## config.mk

```make
export PLATFORM = sky130hd
export DESIGN_NAME = regfile_wb_arbiter_flat
export DESIGN_NICKNAME = d
export VERILOG_FILES = /design/src/rtl/regfile_wb_arbiter_pkg.sv /design/src/rtl/regfile_wb_arbiter_if.sv /design/src/rtl/regfile_wb_arbiter_rr_arbiter.sv /design/src/rtl/regfile_wb_arbiter.sv /design/src/flat_wrapper.sv
export SDC_FILE = /design/constraint.sdc
export NUM_CORES = 1
export LEC_CHECK = 0
export ABC_CLOCK_PERIOD_IN_PS = 6300
export BUFFER_PORTS_ARGS = -buffer_cell sky130_fd_sc_hd__buf_2
export CAP_MARGIN = 20
export CORE_MARGIN = 2
export CORE_UTILIZATION = 50
export DETAILED_ROUTE_END_ITERATION = 7
export GPL_TIMING_DRIVEN = 0
export PLACE_DENSITY_LB_ADDON = 0.05
export SKIP_LAST_GASP = 1
export SLEW_MARGIN = 25
export SYNTH_ARGS = -nofsm -noshare
export SYNTH_HDL_FRONTEND = slang
export SYNTH_HIERARCHICAL = 1
export SYNTH_SLANG_ARGS = --single-unit
export TNS_END_PERCENT = 100
```

## constraint.sdc

```tcl
create_clock -name clock -period 6.3 [get_ports clock]
set_input_delay 1.26 -clock clock [delete_from_list [all_inputs] [get_ports clock]]
set_output_delay 1.26 -clock clock [all_outputs]
set_load 0.01 [all_outputs]
```

## src/rtl/regfile_wb_arbiter_pkg.sv

```systemverilog
// regfile_wb_arbiter_pkg
// Shared constants and types for the register-file write-back arbiter slice.
//   REG_ADDR_W / DATA_W / NUM_REGS / ZERO_REG describe the 32x32 register file.
//   wb_req_t bundles one write (destination register plus data).
//   next_idx() gives the round-robin successor of a requester index.
package regfile_wb_arbiter_pkg;

    localparam int REG_ADDR_W = 5;
    localparam int DATA_W     = 32;
    localparam int NUM_REGS   = 32;
    localparam logic [REG_ADDR_W-1:0] ZERO_REG = '0;

    typedef struct packed {
        logic [REG_ADDR_W-1:0] addr;
        logic [DATA_W-1:0]     data;
    } wb_req_t;

    function automatic int next_idx(input int idx, input int n);
        return (idx + 1 >= n) ? 0 : idx + 1;
    endfunction

endpackage

```

## src/rtl/regfile_wb_arbiter_if.sv

```systemverilog
// regfile_wb_arbiter_if
// Write-back request bus between the execute/memory requesters and the arbiter.
//   req_valid[i]  requester i holds a write
//   req_ready[i]  requester i accepted this cycle
//   req_addr      destination register, slice i = [5i+4:5i]
//   req_data      write data, slice i = [32i+31:32i]
// Modports: master (requester side), slave (arbiter side).
interface regfile_wb_arbiter_if
    import regfile_wb_arbiter_pkg::*;
#(
    parameter int NUM_REQ = 3
);
    logic [NUM_REQ-1:0]            req_valid;
    logic [NUM_REQ-1:0]            req_ready;
    logic [REG_ADDR_W*NUM_REQ-1:0] req_addr;
    logic [DATA_W*NUM_REQ-1:0]     req_data;

    modport master (
        output req_valid,
        output req_addr,
        output req_data,
        input  req_ready
    );

    modport slave (
        input  req_valid,
        input  req_addr,
        input  req_data,
        output req_ready
    );
endinterface

```

## src/rtl/regfile_wb_arbiter_rr_arbiter.sv

```systemverilog
// rr_arbiter
// Combinational round-robin arbiter: searches req starting at index ptr and
// wrapping, grants the first active requester.
//   req        request vector
//   ptr        highest-priority index this cycle
//   grant      one-hot grant (zero when nothing requests)
//   grant_idx  encoded index of the granted requester
//   grant_vld  some requester was granted
module rr_arbiter #(
    parameter int NUM_REQ = 3,
    parameter int IDX_W   = (NUM_REQ > 1) ? $clog2(NUM_REQ) : 1
) (
    input  logic [NUM_REQ-1:0] req,
    input  logic [IDX_W-1:0]   ptr,
    output logic [NUM_REQ-1:0] grant,
    output logic [IDX_W-1:0]   grant_idx,
    output logic               grant_vld
);

    always_comb begin
        int idx;
        grant     = '0;
        grant_idx = '0;
        grant_vld = 1'b0;
        idx       = 0;
        for (int k = 0; k < NUM_REQ; k++) begin
            idx = int'(ptr) + k;
            if (idx >= NUM_REQ) begin
                idx = idx - NUM_REQ;
            end
            if (!grant_vld && req[IDX_W'(idx)]) begin
                grant[IDX_W'(idx)] = 1'b1;
                grant_idx          = IDX_W'(idx);
                grant_vld          = 1'b1;
            end
        end
    end

endmodule

```

## src/rtl/regfile_wb_arbiter.sv

```systemverilog
// regfile_wb_arbiter
// Shares the register file's single write port among NUM_REQ write-back
// requesters (round-robin, one registered output stage) and keeps a
// per-register pending-write scoreboard for decode-stage read stalls.
//   clock, reset              rising-edge clock, synchronous active-high reset
//   bus (slave)               write-back request bus (valid/ready/addr/data)
//   issue_valid/addr/ready    decode issue of an instruction writing issue_addr
//   flush                     clears every pending-write counter
//   rd_en_x/rd_addr_x         decode read ports; rd_stall_x when operand pending
//   wr_en/wr_addr/wr_data     register-file write port (one cycle after accept)
// Optional macro WB_BYPASS_EN adds byp_hit_a/byp_hit_b/byp_data: the read is
// released in the very cycle its last outstanding write reaches the file.
module regfile_wb_arbiter
    import regfile_wb_arbiter_pkg::*;
#(
    parameter int NUM_REQ = 3,
    parameter int CNT_W   = 2
) (
    input  logic                  clock,
    input  logic                  reset,
    regfile_wb_arbiter_if.slave   bus,
    input  logic                  issue_valid,
    input  logic [REG_ADDR_W-1:0] issue_addr,
    output logic                  issue_ready,
    input  logic                  flush,
    input  logic                  rd_en_a,
    input  logic                  rd_en_b,
    input  logic [REG_ADDR_W-1:0] rd_addr_a,
    input  logic [REG_ADDR_W-1:0] rd_addr_b,
    output logic                  rd_stall_a,
    output logic                  rd_stall_b,
    output logic                  wr_en,
    output logic [REG_ADDR_W-1:0] wr_addr,
    output logic [DATA_W-1:0]     wr_data
`ifdef WB_BYPASS_EN
    ,
    output logic                  byp_hit_a,
    output logic                  byp_hit_b,
    output logic [DATA_W-1:0]     byp_data
`endif
);

    localparam int IDX_W = (NUM_REQ > 1) ? $clog2(NUM_REQ) : 1;

    logic [IDX_W-1:0]   rr_ptr;
    logic [NUM_REQ-1:0] grant;
    logic [IDX_W-1:0]   grant_idx;
    logic               grant_vld;
    logic               xfer;
    wb_req_t            acc;
    logic               acc_writes;
    logic               issue_fire;
    logic [CNT_W-1:0]   cnt [NUM_REGS];
    logic               pend_a;
    logic               pend_b;
    logic               hit_a;
    logic               hit_b;

    rr_arbiter #(
        .NUM_REQ (NUM_REQ),
        .IDX_W   (IDX_W)
    ) u_rr_arbiter (
        .req       (bus.req_valid),
        .ptr       (rr_ptr),
        .grant     (grant),
        .grant_idx (grant_idx),
        .grant_vld (grant_vld)
    );

    // No requester is accepted while reset is held, so a pending write is dropped.
    assign bus.req_ready = reset ? '0 : grant;
    assign xfer          = grant_vld & ~reset;

    always_comb begin
        acc = '0;
        for (int i = 0; i < NUM_REQ; i++) begin
            if (grant[i]) begin
                acc.addr = bus.req_addr[i*REG_ADDR_W +: REG_ADDR_W];
                acc.data = bus.req_data[i*DATA_W +: DATA_W];
            end
        end
    end

    // A write to x0 is accepted (and rotates priority) but never reaches the file.
    assign acc_writes = xfer && (acc.addr != ZERO_REG);

    always_ff @(posedge clock) begin
        if (reset) begin
            rr_ptr <= '0;
        end else if (xfer) begin
            rr_ptr <= IDX_W'(next_idx(int'(grant_idx), NUM_REQ));
        end
    end

    // Output stage: write presented to the register file one cycle after accept.
    always_ff @(posedge clock) begin
        if (reset) begin
            wr_en   <= 1'b0;
            wr_addr <= ZERO_REG;
            wr_data <= '0;
        end else begin
            wr_en <= acc_writes;
            if (acc_writes) begin
                wr_addr <= acc.addr;
                wr_data <= acc.data;
            end
        end
    end

    // Scoreboard: a full counter refuses further issues to that register.
    assign issue_ready = reset || (issue_addr == ZERO_REG) || (cnt[issue_addr] != '1);
    assign issue_fire  = issue_valid && issue_ready && (issue_addr != ZERO_REG);

    always_ff @(posedge clock) begin
        cnt[0] <= '0;
        for (int r = 1; r < NUM_REGS; r++) begin
            if (reset || flush) begin
                cnt[r] <= '0;
            end else if (issue_fire && (issue_addr == REG_ADDR_W'(r))) begin
                // A retiring write to the same register cancels the increment.
                if (!(wr_en && (wr_addr == REG_ADDR_W'(r)))) begin
                    cnt[r] <= cnt[r] + 1'b1;
                end
            end else if (wr_en && (wr_addr == REG_ADDR_W'(r)) && (cnt[r] != '0)) begin
                // Writes already in flight at a flush find the counter at zero.
                cnt[r] <= cnt[r] - 1'b1;
            end
        end
    end

    assign pend_a = ~reset && rd_en_a && (rd_addr_a != ZERO_REG) && (cnt[rd_addr_a] != '0);
    assign pend_b = ~reset && rd_en_b && (rd_addr_b != ZERO_REG) && (cnt[rd_addr_b] != '0);

`ifdef WB_BYPASS_EN
    // The last outstanding producer is being written right now: forward it.
    assign hit_a = pend_a && wr_en && (wr_addr == rd_addr_a) && (cnt[rd_addr_a] == CNT_W'(1));
    assign hit_b = pend_b && wr_en && (wr_addr == rd_addr_b) && (cnt[rd_addr_b] == CNT_W'(1));
    assign byp_hit_a = hit_a;
    assign byp_hit_b = hit_b;
    assign byp_data  = wr_data;
`else
    assign hit_a = 1'b0;
    assign hit_b = 1'b0;
`endif

    assign rd_stall_a = pend_a && !hit_a;
    assign rd_stall_b = pend_b && !hit_b;

endmodule

```

## src/flat_wrapper.sv

```systemverilog
// flat-port wrapper written by rule: the top's interface ports become plain ports
module regfile_wb_arbiter_flat import regfile_wb_arbiter_pkg::*;
#(
    parameter int NUM_REQ = 3,
    parameter int CNT_W   = 2
)
  (clock, reset, issue_valid, issue_addr, issue_ready, flush, rd_en_a, rd_en_b, rd_addr_a, rd_addr_b, rd_stall_a, rd_stall_b, wr_en, wr_addr, wr_data, bus_req_valid, bus_req_addr, bus_req_data, bus_req_ready);
  regfile_wb_arbiter_if #(.NUM_REQ(NUM_REQ)) bus_i ();
  input  logic clock;
  input  logic reset;
  input  logic issue_valid;
  input  logic [REG_ADDR_W-1:0] issue_addr;
  output logic issue_ready;
  input  logic flush;
  input  logic rd_en_a;
  input  logic rd_en_b;
  input  logic [REG_ADDR_W-1:0] rd_addr_a;
  input  logic [REG_ADDR_W-1:0] rd_addr_b;
  output logic rd_stall_a;
  output logic rd_stall_b;
  output logic wr_en;
  output logic [REG_ADDR_W-1:0] wr_addr;
  output logic [DATA_W-1:0] wr_data;
  input wire logic [$bits(bus_i.req_valid)-1:0] bus_req_valid;
  input wire logic [$bits(bus_i.req_addr)-1:0] bus_req_addr;
  input wire logic [$bits(bus_i.req_data)-1:0] bus_req_data;
  output wire logic [$bits(bus_i.req_ready)-1:0] bus_req_ready;
  assign bus_i.req_valid = bus_req_valid;
  assign bus_i.req_addr = bus_req_addr;
  assign bus_i.req_data = bus_req_data;
  assign bus_req_ready = bus_i.req_ready;
  regfile_wb_arbiter #(.NUM_REQ(NUM_REQ), .CNT_W(CNT_W)) u_core (.clock(clock), .reset(reset), .bus(bus_i), .issue_valid(issue_valid), .issue_addr(issue_addr), .issue_ready(issue_ready), .flush(flush), .rd_en_a(rd_en_a), .rd_en_b(rd_en_b), .rd_addr_a(rd_addr_a), .rd_addr_b(rd_addr_b), .rd_stall_a(rd_stall_a), .rd_stall_b(rd_stall_b), .wr_en(wr_en), .wr_addr(wr_addr), .wr_data(wr_data));
endmodule
```

==> results of run 1 <==
-- worst max-delay path: stages --
cell and delay (ns):
buf_2 0.11, clkbuf_1 0.23, nand2_1 0.15, clkbuf_1 0.45, nor3_1 0.10, nor2_1 0.14
o311ai_2 0.15, o21ai_4 0.36, buf_6 0.21, buf_2 0.28, o21a_1 0.20, buf_2 0.13
-- worst max-delay path by stage --
stage | start | end | slack (ns) | cells after the start
finish | issue_addr[3] | issue_ready | 1.26 | 12
global route | issue_addr[3] | issue_ready | 1.09 | 12
CTS | issue_addr[3] | issue_ready | 1.31 | 12
detailed placement | issue_addr[3] | issue_ready | 1.31 | 12
global placement | issue_addr[3] | issue_ready | 1.25 | 12
floorplan | issue_addr[1] | issue_ready | 2.03 | 10
-- sequential cells by signal (all words and copies together), names as in the netlist --
name and count:
u_core/cnt 62, u_core/rr_ptr 2, u_core/wr_addr 5, u_core/wr_data 32
u_core/wr_en 1
-- power groups by stage --
stage / Combinational, mW / Clock, mW / Sequential [mW]
global route: 1.69 / 0.598 / 0.884
finish: 1.53 / 0.560 / 0.873
global placement: 1.50 / 0 / 0.886
floorplan: 1.10 / 0 / 0.889
detailed placement: 1.52 / 0 / 0.886
CTS: 1.52 / 0.569 / 0.873
-- cell families (layout without fill, tap and decap cells) --
logic type,Yosys count,count (layout),synth area share
buffers and inverters,134,325,0.07238
adders and majority gates,34,34,0.05138
DFF,102,102,0.3215
muxes,84,84,0.1318
and+or+nand+nor,370,370,0.2078
AOI/OAI and AO/OA,253,253,0.2152
-- through the flow --
| step | worst slack (ns) | utilization | hold slack (ns) | std cells |
|---|---|---|---|---|
| floorplan | 2.029 | - | 0.4789 | 977 |
| global placement | 1.250 | 0.5748 | 0.4712 | 1372 |
| detailed placement | 1.308 | 0.5748 | 0.4822 | 1372 |
| CTS | 1.305 | 0.5925 | 0.5038 | 1388 |
| global route | 1.094 | 0.5925 | 0.5259 | 1388 |
| finish | 1.261 | 0.5925 | 0.4964 | 1388 |
-- metal layers --
layer / vias to the layer above / global-route usage / share of wire
met3: 51 / 0.03716 / 0.082
met4: 0 / 0.1063 / 0.024
met1: 3920 / 0.4109 / 0.42
li1: 4014 / - / -
met2: 419 / 0.5043 / 0.47
met5: - / 0 / 0
-- layout make-up --
| cell class | count | area share |
|---|---|---|
| Multi-Input combinational cell | 741 | 0.5162 |
| Sequential cell | 102 | 0.2739 |
| Timing Repair Buffer | 175 | 0.09009 |
| Buffer | 65 | 0.03501 |
| Tap cell | 220 | 0.02831 |
| Inverter | 69 | 0.02664 |
| Clock buffer | 10 | 0.02574 |
| Clock inverter | 6 | 0.004118 |
-- cells in the final DEF (no fill, tap or decap), types with 7 or more instances in the layout --
master	instances
inv_1	69
a211oi_1	28
nand2b_1	12
a311o_1	7
clkbuf_1	37
edfxtp_1	62
nor3_1	26
nor2b_1	16
nand4_1	20
dfxtp_1	40
nand2_1	104
mux4_2	20
a311oi_1	9
a22oi_1	41
clkbuf_16	10
and2_1	8
o21ai_0	50
nor2_1	107
buf_2	184
nand3_1	51
a21oi_1	51
ha_1	34
mux2i_1	64
a2111o_1	15
a211o_1	22
==> reports/summary.txt, run 1 <==
Outcome -> completed
Post-synth EDFFs -> 62
ANT nets after route -> 0
H-tree Lvls -> 3
Hold Vio Cnt, Final -> 0
Clk sink count -> 102
Port Buffer Count -> 175
Kind of critical path -> primary input to output port
Hold_sp -> u_core/wr_data[11]
Switching Share -> 0.4178
Setup TNS -> 0 ns
Drt total wl -> 26.63 mm
Worst reg2reg path depth -> 15
Mapped Nets -> 1146
# DRC -> 0
Footprint of the multi-input gates -> 5019 sq um
Num ports -> 179
Area grow syn2layout -> 17.41%
Worst skew pair latency -> 0.36 ns
Share of the synthesized area in the top cell type -> 0.2248
FILL cells -> 1519
Core Region -> 16410 sq um
Num CTS Buffers -> 9
Worst Setup Start Kind -> primary input
Hold depth -> 2
Cell Rows -> 47
Max Freq -> 198.4 MHz
Top_reg_cell synth -> edfxtp_1
1st-iter DRT viols -> 667
YS warnings -> 6
WL per Instance -> 19.19 um
Die W -> 132.7 um
N_diodes -> 0
Main area contributors after synthesis -> edfxtp_1 (22%), dfxtp_1 (9.7%), mux2i_1 (7.7%)
Avg Inst Size Synth -> 8.475 sq um
Clk root buf -> clkbuf_16
Sequential share of power -> 0.295
Maxcap violations -> 0
Synth area leader -> edfxtp_1
Tcrit/Tclk final -> 0.7999
Hold path endpoint -> u_core/wr_data[11]
Worst EP arrival -> 3.78 ns
Combinational group share of total power -> 0.517
Critical path peak fanout -> 10
RSZ-0062 raised after global routing -> false
PwrDens -> 304.8 nW/um^2
Die area -> 17610 sq um
Average vias per placed instance -> 6.055
Worst vdd ir -> 0.0003612 V
Reg2reg end -> u_core/wr_data[2]
Library cells used by synthesis -> 59
1st-pass router iterations -> 5
Final nets -> 1332
Most common cell in the synthesized netlist -> nor2_1
Tightest Pin Transition -> 0.9068 ns
Fin Clk Skew -> 0.006446 ns
Global placer's final weighted congestion -> 0.8948
Global-route wire length before repair -> 42.07 mm
CTS tree -> yes
Gr usage total -> 0.3038
Clock share of power -> 0.189
Final Power -> 2.963 mW
Grt total ovfl -> 0
Internal Power -> 1.725 mW
Reg area -> 2663 sq um
Layout cells sized above 1 -> 0.2098
Max_slew headroom -> 0.3932
Tmin final -> 5.039 ns
Net Sw Power -> 1.238 mW
Initial antenna violation count -> 0
CTS-repair resized insts -> 0
Die height -> 132.7 um
Post-CTS Repair Setup Buffers -> 0
Register area share after synthesis -> 0.3215
Vias in the first global route -> 7832
Static leakage -> 3.701 nW
Initial core utilization -> 0.5047
Syn Inst Count -> 977
Post-DP HPWL -> 21.28 mm
Final setup violation count -> 0
Ys async rst share -> 0
Clk buf depth -> 2
Post-synthesis cell area -> 8280 sq um
Required time worst endpoint -> 5.04 ns
Vias after detailed routing -> 8404
Final Max Slew Viols -> 0
Largest net degree at the start of global routing -> 18
Hold buffers post-CTS -> 0
Flop2flop setup slack -> 2.54 ns
Flops & latches, synth -> 102
Placement Cell Area -> 9432 sq um
Cell area after layout -> 9722 sq um
Synth cell count leaders -> nor2_1 (107), nand2_1 (104), inv_1 (69)
Worst min path class -> register to register
CP Capture Type -> output port
Clk pin slew, worst setup/hold paths -> 0.07 ns
Critical R2R Launch -> u_core/rr_ptr[0]
(Power assumes the default switching activity.)
==> run 2, diff against run 1 <==
--- a/config.mk
+++ b/config.mk
@@ -5,7 +5,7 @@
 export SDC_FILE = /design/constraint.sdc
 export NUM_CORES = 1
 export LEC_CHECK = 0
-export ABC_CLOCK_PERIOD_IN_PS = 6300
+export ABC_CLOCK_PERIOD_IN_PS = 4100
 export BUFFER_PORTS_ARGS = -buffer_cell sky130_fd_sc_hd__buf_2
 export CAP_MARGIN = 20
 export CORE_MARGIN = 2
==> constraint.sdc (replaced) <==
create_clock -name clock -period 4.1 [get_ports clock]
set_input_delay 0.82 -clock clock [delete_from_list [all_inputs] [get_ports clock]]
set_output_delay 0.82 -clock clock [all_outputs]
set_load 0.01 [all_outputs]
==> run 2 against run 1 <==
- clock-buffer cell count unchanged
- die area unchanged
- largest power group unchanged
- total power is 54% higher
- flip-flop and latch count did not move
- critical path depth is 2 lower
==> reports/summary.txt, run 2 (synthesis gave the netlist of run 1 again) <==
Cell area after layout -> 9719 sq um (was 9722 sq um)
Hold path endpoint -> u_core/wr_data[11] (unchanged)
Flop2flop setup slack -> 0.33 ns (was 2.54 ns)
RSZ-0062 raised after global routing -> false (unchanged)
Average vias per placed instance -> 6.041 (was 6.055)
Critical path peak fanout -> 10 (unchanged)
Placement Cell Area -> 9432 sq um (unchanged)
N_diodes -> 0 (unchanged)
Post-DP HPWL -> 21.28 mm (unchanged)
Clock share of power -> 0.189 (about the same)
Worst reg2reg path depth -> 15 (unchanged)
Top Registers -> u_core/cnt x62, u_core/wr_data x32, u_core/wr_addr x5 (unchanged)
FILL cells -> 1519 (unchanged)
CP Cell Sequence -> inv_1, ha_1, inv_1, a21oi_1, o21ai_0, a21oi_1, clkbuf_1, buf_1, nor2b_1, buf_2 (was buf_2, clkbuf_1, nand2_1, clkbuf_1, nor3_1, nor2_1, o311ai_2, o21ai_4, buf_6, buf_2, o21a_1, buf_2)
H-tree Lvls -> 3 (unchanged)
Hold depth -> 2 (unchanged)
Hold_sp -> u_core/wr_data[11] (unchanged)
Tightest Pin Transition -> 0.8852 ns (was 0.9068 ns)
Final worst setup slack -> 0.1609 ns (was 1.261 ns)
Worst min path class -> register to register (unchanged)
Cell Rows -> 47 (unchanged)
Largest stage delay on the critical path -> 0.47 ns (was 0.45 ns)
Final setup violation count -> 0 (unchanged)
ANT nets after route -> 0 (unchanged)
Core Region -> 16410 sq um (unchanged)
Reg2reg end -> u_core/wr_data[2] (unchanged)
Vias in the first global route -> 7832 (unchanged)
Num ports -> 179 (unchanged)
Max Freq -> 253.9 MHz
Gr usage total -> 0.3038 (unchanged)
Internal Power -> 2.652 mW (was 1.725 mW)
1st-pass router iterations -> 5 (unchanged)
Num CTS Buffers -> 9 (unchanged)
Outcome -> completed (unchanged)
Die height -> 132.7 um (unchanged)
Final hold slack -> 0.4966 ns (was 0.4964 ns)
Grt total ovfl -> 0 (unchanged)
Reg area -> 2663 sq um (unchanged)
Switching Share -> 0.4178 (about the same)
CTS tree -> yes (unchanged)
Sequential share of power -> 0.295 (about the same)
Max_slew headroom -> 0.4077 (was 0.3932)
Worst skew pair latency -> 0.36 ns (about the same)
Hold Vio Cnt, Final -> 0 (unchanged)
Critical R2R Launch -> u_core/rr_ptr[0] (unchanged)
Kind of critical path -> register to output port (was primary input to output port)
Die area -> 17610 sq um (unchanged)
Tcrit/Tclk final -> 0.9608
Worst vdd ir -> 0.0005522 V (was 0.0003612 V)
Clk pin slew, worst setup/hold paths -> 0.07 ns (about the same)
Tmin final -> 3.939 ns
Fin util -> 0.5924 (was 0.5925)
Worst Setup Start Kind -> register (was primary input)
Worst Path Buf+Inv -> 5 (was 6)
Initial core utilization -> 0.5047 (unchanged)
Footprint of the multi-input gates -> 5019 sq um (unchanged)
# DRC -> 0 (unchanged)
Largest Register -> u_core/cnt (unchanged)
Slowest CP cell -> buf_1 (was clkbuf_1)
Max FFs per register -> 62 (unchanged)
Placed insts -> 1372 (unchanged)
Worst EP arrival -> 3.12 ns (was 3.78 ns)
Net Sw Power -> 1.903 mW (was 1.238 mW)
Die W -> 132.7 um (unchanged)
Maxcap violations -> 0 (unchanged)
Clk sink count -> 102 (unchanged)
Drt total wl -> 26.66 mm (was 26.63 mm)
Combinational group share of total power -> 0.516 (was 0.517)
1st-iter DRT viols -> 681 (was 667)
Pre-CTS setup slack -> -0.01164 ns (was 1.308 ns)
Setup TNS -> 0 ns (unchanged)
Cell family with most CP delay -> buffers and inverters (unchanged)
Area grow syn2layout -> 17.38% (was 17.41%)
WL per Instance -> 19.22 um (was 19.19 um)
Vias after detailed routing -> 8379 (was 8404)
Most common cell after layout, fill and taps aside -> buf_2 (unchanged)
Initial antenna violation count -> 0 (unchanged)
Final nets -> 1331 (was 1332)
Final Power -> 4.554 mW (was 2.963 mW)
Final Max Slew Viols -> 0 (unchanged)
Fin cells -> 1387 (was 1388)
CP Capture Type -> output port (unchanged)
Port Buffer Count -> 175 (unchanged)
Clk buf depth -> 2 (unchanged)
Largest net degree at the start of global routing -> 18 (unchanged)
Most frequent cells in the layout -> buf_2 (183), nor2_1 (107), nand2_1 (104) (was buf_2 (184), nor2_1 (107), nand2_1 (104))
Global-route wire length before repair -> 42.07 mm (unchanged)
PwrDens -> 468.6 nW/um^2 (was 304.8 nW/um^2)
Required time worst endpoint -> 3.28 ns (was 5.04 ns)
Global placer's final weighted congestion -> 0.8948 (unchanged)
Fin Clk Skew -> 0.009194 ns (was 0.006446 ns)
Static leakage -> 3.705 nW (was 3.701 nW)
Layout cells sized above 1 -> 0.2108 (was 0.2098)
Clk root buf -> clkbuf_16 (unchanged)
run 2: timing repair:
action                     4_1_cts  5_1_grt
buffers inserted                 0        0
gates resized for setup          1        3
pin swaps                        0        1
hold buffers                     0        0
setup endpoints to repair        1        3
run 2: worst min-delay path, cell delays in order (launching register included):
cell and delay [ns]:
dfxtp_1 0.32, mux2i_1 0.07, nor2_1 0.07
run 2: how the worst max path moves through the flow:
stage	depth (start not counted)	slack [ns]	start	end
global placement	12	-0.07	issue_addr[3]	issue_ready
floorplan	10	0.71	issue_addr[1]	issue_ready
global route	10	0.0003	u_core/rr_ptr[0]	bus_req_ready[2]
CTS	12	0.06	issue_addr[1]	issue_ready
finish	10	0.16	u_core/rr_ptr[0]	bus_req_ready[1]
detailed placement	12	-0.01	issue_addr[3]	issue_ready
run 2: power by group through the flow:
stage	Combinational, mW	Clock [mW]	Sequential (mW)
4_1_cts	2.34	0.874	1.34
5_1_grt	2.60	0.919	1.36
2_1_floorplan	1.68	0	1.37
3_3_place_gp	2.31	0	1.36
3_5_place_dp	2.34	0	1.36
6_report	2.35	0.861	1.34
run 2: area by class of cell:
cell class              count  area share
clock inverters             6    0.004119
repair buffers            175     0.09011
well taps                 220     0.02832
multi-input cells         741      0.5163
flip-flops and latches    102      0.2739
clock buffers              10     0.02575
inverters                  69     0.02665
plain buffers              64     0.03476
run 2: metal layers:
metal  wire length (um)  track usage  vias to the layer above
li1                   -            -                     4013
met4                618       0.1063                        0
met3               1988      0.03716                       49
met5                  0            0                        -
met2              12560       0.5043                      377
met1              11500       0.4109                     3940
